===== src/rtl/text_pkg.sv =====
// Shared constants, state encoding and cursor helper for the text-mode
// character-buffer writers.
package text_pkg;

  localparam int COLS   = 80;   // characters per text row
  localparam int ROWS   = 30;   // text rows on screen
  localparam int LEN_W  = 4;    // ROM address / string length width
  localparam int CHAR_W = 7;    // ASCII code width
  localparam int ADDR_W = 12;   // character-buffer address width
  localparam int CELLS  = ROWS * COLS;

  localparam logic [CHAR_W-1:0] NUL       = 7'h00;
  localparam logic [ADDR_W-1:0] LAST_CELL = ADDR_W'(CELLS - 1);
  localparam logic [4:0]        ROW_LIMIT = 5'(ROWS);
  localparam logic [6:0]        COL_LIMIT = 7'(COLS);

  typedef enum logic [1:0] {
    IDLE  = 2'd0,
    FETCH = 2'd1,
    WRITE = 2'd2,
    FIN   = 2'd3
  } state_t;

  // Advance the linear cursor by one cell; the last cell of the screen
  // wraps back to the top-left corner.
  function automatic logic [ADDR_W-1:0] next_cell(input logic [ADDR_W-1:0] a);
    logic [ADDR_W-1:0] n;
    if (a == LAST_CELL) begin
      n = {ADDR_W{1'b0}};
    end else begin
      n = a + {{(ADDR_W-1){1'b0}}, 1'b1};
    end
    return n;
  endfunction

endpackage


===== src/rtl/text_cell_addr.sv =====
// Converts a (row, col) screen position into the linear character-buffer
// address row*COLS+col. Purely combinational.
module text_cell_addr
  import text_pkg::*;
(
  input  logic [4:0]        row,
  input  logic [6:0]        col,
  output logic [ADDR_W-1:0] addr
);

  // Linear address of the cell; the result always fits ADDR_W for the
  // full 5-bit row / 7-bit column input range.
  always_comb begin
    addr = (ADDR_W'(row) * ADDR_W'(COLS)) + ADDR_W'(col);
  end

endmodule


===== src/rtl/text_string_writer.sv =====
// Copies a NUL-terminated (or length-limited) string from a combinational
// string ROM into the text-mode character buffer, starting at a requested
// screen cell and wrapping at line and screen end.
module text_string_writer
  import text_pkg::*;
(
  input  logic              Clk,
  input  logic              Reset_n,
  input  logic              start,
  input  logic [4:0]        row,
  input  logic [6:0]        col,
  input  logic [LEN_W-1:0]  len,
  output logic [LEN_W-1:0]  rom_addr,
  input  logic [CHAR_W-1:0] rom_data,
  output logic              wr_en,
  output logic [ADDR_W-1:0] wr_addr,
  output logic [CHAR_W-1:0] wr_data,
  input  logic              wr_ready,
  output logic              busy,
  output logic              done,
  output logic              err
);

  state_t              state, state_next;
  logic [LEN_W-1:0]    idx, idx_next;
  logic [LEN_W-1:0]    len_q, len_next;
  logic [ADDR_W-1:0]   lin_addr, lin_next;
  logic [CHAR_W-1:0]   char_q, char_next;
  logic                err_q, err_next;
  logic [ADDR_W-1:0]   start_addr;
  logic                pos_ok;

  text_cell_addr u_cell_addr (
    .row  (row),
    .col  (col),
    .addr (start_addr)
  );

  // Reject requests whose start cell lies off screen.
  always_comb begin
    pos_ok = (row < ROW_LIMIT) && (col < COL_LIMIT);
  end

  // State and datapath registers; reset aborts any request in flight.
  always_ff @(posedge Clk or negedge Reset_n) begin
    if (!Reset_n) begin
      state    <= IDLE;
      idx      <= {LEN_W{1'b0}};
      len_q    <= {LEN_W{1'b0}};
      lin_addr <= {ADDR_W{1'b0}};
      char_q   <= {CHAR_W{1'b0}};
      err_q    <= 1'b0;
    end else begin
      state    <= state_next;
      idx      <= idx_next;
      len_q    <= len_next;
      lin_addr <= lin_next;
      char_q   <= char_next;
      err_q    <= err_next;
    end
  end

  // Next-state and datapath update for the fetch/write sequencer.
  always_comb begin
    state_next = state;
    idx_next   = idx;
    len_next   = len_q;
    lin_next   = lin_addr;
    char_next  = char_q;
    err_next   = err_q;
    case (state)
      IDLE: begin
        if (start) begin
          if (pos_ok) begin
            len_next   = len;
            lin_next   = start_addr;
            idx_next   = {LEN_W{1'b0}};
            err_next   = 1'b0;
            state_next = FETCH;
          end else begin
            err_next   = 1'b1;
            state_next = FIN;
          end
        end else begin
          state_next = IDLE;
        end
      end
      FETCH: begin
        // Length limit wins over the ROM contents, so idx never passes len.
        if (idx == len_q) begin
          state_next = FIN;
        end else if (rom_data == NUL) begin
          state_next = FIN;
        end else begin
          char_next  = rom_data;
          state_next = WRITE;
        end
      end
      WRITE: begin
        // Address and data stay registered until the buffer accepts them.
        if (wr_ready) begin
          idx_next   = idx + {{(LEN_W-1){1'b0}}, 1'b1};
          lin_next   = next_cell(lin_addr);
          state_next = FETCH;
        end else begin
          state_next = WRITE;
        end
      end
      FIN: begin
        err_next   = 1'b0;
        state_next = IDLE;
      end
      default: begin
        err_next   = 1'b0;
        state_next = IDLE;
      end
    endcase
  end

  // Outputs decoded only from registers; wr_ready never reaches wr_en.
  always_comb begin
    rom_addr = idx;
    wr_addr  = lin_addr;
    wr_data  = char_q;
    wr_en    = (state == WRITE);
    busy     = (state != IDLE);
    done     = (state == FIN);
    err      = (state == FIN) && err_q;
  end

endmodule

===== config.mk =====
export PLATFORM = sky130hd
export DESIGN_NAME = text_string_writer
export DESIGN_NICKNAME = d
export VERILOG_FILES = /design/src/rtl/text_pkg.sv /design/src/rtl/text_cell_addr.sv /design/src/rtl/text_string_writer.sv
export SDC_FILE = /design/constraint.sdc
export NUM_CORES = 1
export LEC_CHECK = 0
export ABC_CLOCK_PERIOD_IN_PS = 4610
export BUFFER_PORTS_ARGS = -buffer_cell sky130_fd_sc_hd__buf_2
export CAP_MARGIN = 20
export CORE_MARGIN = 8
export CORE_UTILIZATION = 55
export DETAILED_ROUTE_END_ITERATION = 10
export GPL_ROUTABILITY_DRIVEN = 0
export PLACE_DENSITY = 0.84
export SLEW_MARGIN = 0
export SYNTH_ARGS = -nofsm -noshare
export SYNTH_HDL_FRONTEND = slang
export SYNTH_SLANG_ARGS = --single-unit

===== constraint.sdc =====
create_clock -name Clk -period 4.61 [get_ports Clk]
set_input_delay 0.2305 -clock Clk [delete_from_list [all_inputs] [get_ports Clk]]
set_output_delay 0.2305 -clock Clk [all_outputs]
set_load 0.05 [all_outputs]

==> reports/results.txt <==
Outcome: complete, no violations
Fill cells: 289
DIE AREA: 0.005601 mm²
Die Height: 74.84 µm
Post-synth cell types: 54
# Max-Cap Violations: 0
Final period utilization: 0.4677
WL met2: 2.205 mm
First-pass GRT wire length: 7.265 mm
Setup-failing EPs final: 0
Hold_sp: len[2]
Clock slew at the register clock pins of the worst setup and hold paths: 0.09 ns
VDD IR max: 0.0002397 V
Final ANT Viol Nets: 0
Vias in the first global route: 1607
Mapped Area: 0.001904 mm²
Element type at the critical path start: register
I/O Pins: 54
Main synth FF type: dfrtp_1
Tmin final: 2.156 ns
Pre-antenna DRT Iters: 4
Worst skew pair latency: 0.33 ns
Synth-to-Final Area Change: 18.13%
Worst Clk Skew: 0.005382 ns
Leak: 0.001087 µW
Post-CTS Resized: 0
Gr usage total: 0.1680
# diodes: 0
Total Wirelength: 4.555 mm
Worst stage delay on the critical path: 0.53 ns
Slew headroom: 0.4420
Crit. path cell count: 3
Synth warn: 0
Final hold vios: 0
Worst path buffer plus inverter count: 2
Area occupied by multi-input gates: 0.001085 mm²
Synthesized Nets: 226
Critical path, cell by cell: nand2b_1 -> inv_4 -> buf_2
Post-synth top area cell: dfrtp_1
Slew @ Worst Pin: 0.8343 ns
Crit Reg-Reg Endpoint: rom_addr[2]$_DFFE_PN0P_
Post-synth EDFFs: 0
Vias: 1686
CTS tree: done
Starting Density: 0.5707
CP top delay family: buffers and inverters
H-Tree Depth: 2
1st-iter DRT viols: 104
Row Count: 21
CP max stage cell: nand2b_1
Die X: 74.84 µm
R2R setup slack: 2.48 ns
Post-DR wirelength/cell: 15.82 µm
Synth top area share: 0.3942
Post-DR vias/cell: 5.854
Slew Limit Fails: 0
Max Used Layer: met4
Worst setup EP type: output pin
Critical path peak fanout: 18
Root Buffer: clkbuf_4
Largest net degree at the start of global routing: 31
Metal3 WL: 309 µm
Hold depth: 2
Bufs on Longest Clock Path: 2
Type of the worst setup path: register to output pin
Worst Hold Class: input port to register
Yosys reg bits: 30
Post-synthesis sequential area ratio: 0.3942
CORE AREA: 0.003337 mm²
Final net count: 281
Reg2reg path depth: 6
Syn Inst Count: 186
Total Power: 1673 µW
DRC viols: 0
Initial antenna violation count: 0
Global route overflow: 0
Setup TNS: 0 ns
Total CTS buffers: 5
PD cells: 743.8 mW/mm²
Synth cell count leaders: dfrtp_1 (30), nand2_1 (17), nand3_1 (12), ha_1 (11), xor2_1 (10)
Port Buffers: 53
Hpwl dp: 3.549 mm
Syn avg cell area: 10.24 µm²
Count leader, synth: dfrtp_1
Clk sinks: 30
Sequential Area: 750.7 µm²
Met1 Wirelength: 1.956 mm
Critical path arrival: 1.93 ns
Share of layout cells above drive strength 1: 0.3264
RSZ-0062 raised after global routing: false
Fmax: 463.9 MHz
Worst Hold End: len_q[2]$_DFFE_PN0P_
CP required: 4.38 ns
Synth async-reset ratio: 1.000
Area contributors post-synth: dfrtp_1 (39%), ha_1 (7.2%), mux2_2 (4.7%)
Worst r2r src: state[0]$_DFF_PN0_
-- sequential cells by signal, summed over array words and instances (netlist names) --
name and flops:
state 2, err_q 1, rom_addr 4, wr_data 7
wr_addr 12, len_q 4
-- report_power, final --
part	switching [µW]	internal, µW	total, µW
Combinational	676	296	972
Clock	90.5	73.8	164
Sequential	148	389	537
-- stage by stage --
stage                 util  cells  worst slack (ns)  hold WS [ns]  cell area [µm²]
floorplan                -    186             2.576      -0.06509             1904
global placement    0.6532    279             2.361        0.3019             2180
detailed placement  0.6532    279             2.304        0.2940             2180
CTS                 0.6742    288             2.455        0.1060             2250
global route        0.6742    288             2.317       0.09576             2250
finish              0.6742    288             2.454        0.1107             2250
-- per-layer routing --
metal,track usage,vias to the layer above
met5,0,-
met4,0.08043,0
met3,0.03462,8
met2,0.2658,51
met1,0.2124,810
li1,-,817
-- worst max-delay path by stage --
| stage | slack, ns | startpoint | endpoint |
|---|---|---|---|
| 2_1_floorplan | 2.58 | row[1] | wr_addr[9]$_DFFE_PN0P_ |
| 6_report | 2.45 | state[0]$_DFF_PN0_ | wr_en |
| 3_3_place_gp | 2.36 | row[1] | wr_addr[9]$_DFFE_PN0P_ |
| 3_5_place_dp | 2.30 | row[1] | wr_addr[9]$_DFFE_PN0P_ |
| 4_1_cts | 2.45 | state[0]$_DFF_PN0_ | wr_en |
| 5_1_grt | 2.32 | state[0]$_DFF_PN0_ | rom_addr[2]$_DFFE_PN0P_ |
-- area by class of cell --
cell class	count	share of cell area
clock buffers	7	0.02447
clock inverters	1	0.002225
repair buffers	54	0.1224
flip-flops and latches	30	0.3337
inverters	5	0.009455
multi-input cells	145	0.4822
well taps	46	0.02558
-- cells in the final DEF, fill, tap and decap left out, types with 4 or more instances in the layout --
| master | instances |
|---|---|
| nor2_1 | 6 |
| ha_1 | 11 |
| xor2_1 | 10 |
| nand3_1 | 12 |
| inv_1 | 4 |
| clkbuf_4 | 5 |
| mux2_2 | 8 |
| nand2_1 | 17 |
| a21oi_1 | 9 |
| o21ai_0 | 7 |
| nor3_1 | 7 |
| dfrtp_1 | 30 |
| buf_2 | 53 |
-- logic make-up (layout without fill, tap and decap cells) --
| logic type | Yosys count | after routing | synth area share |
|---|---|---|---|
| compound gates | 46 | 46 | 0.1689 |
| buf+inv | 11 | 67 | 0.03613 |
| flops | 30 | 30 | 0.3942 |
| fa+ha+maj | 13 | 13 | 0.09330 |
| xor+xnor | 11 | 11 | 0.05059 |
| simple gates | 64 | 64 | 0.1919 |
| mux | 11 | 11 | 0.06505 |
-- repair_timing --
action,CTS,global route
buffers inserted,0,0
hold buffers,1,0
endpoints found under the hold margin,30,0
endpoints found under the setup margin,0,0
Power figures use the tool's default switching activity.
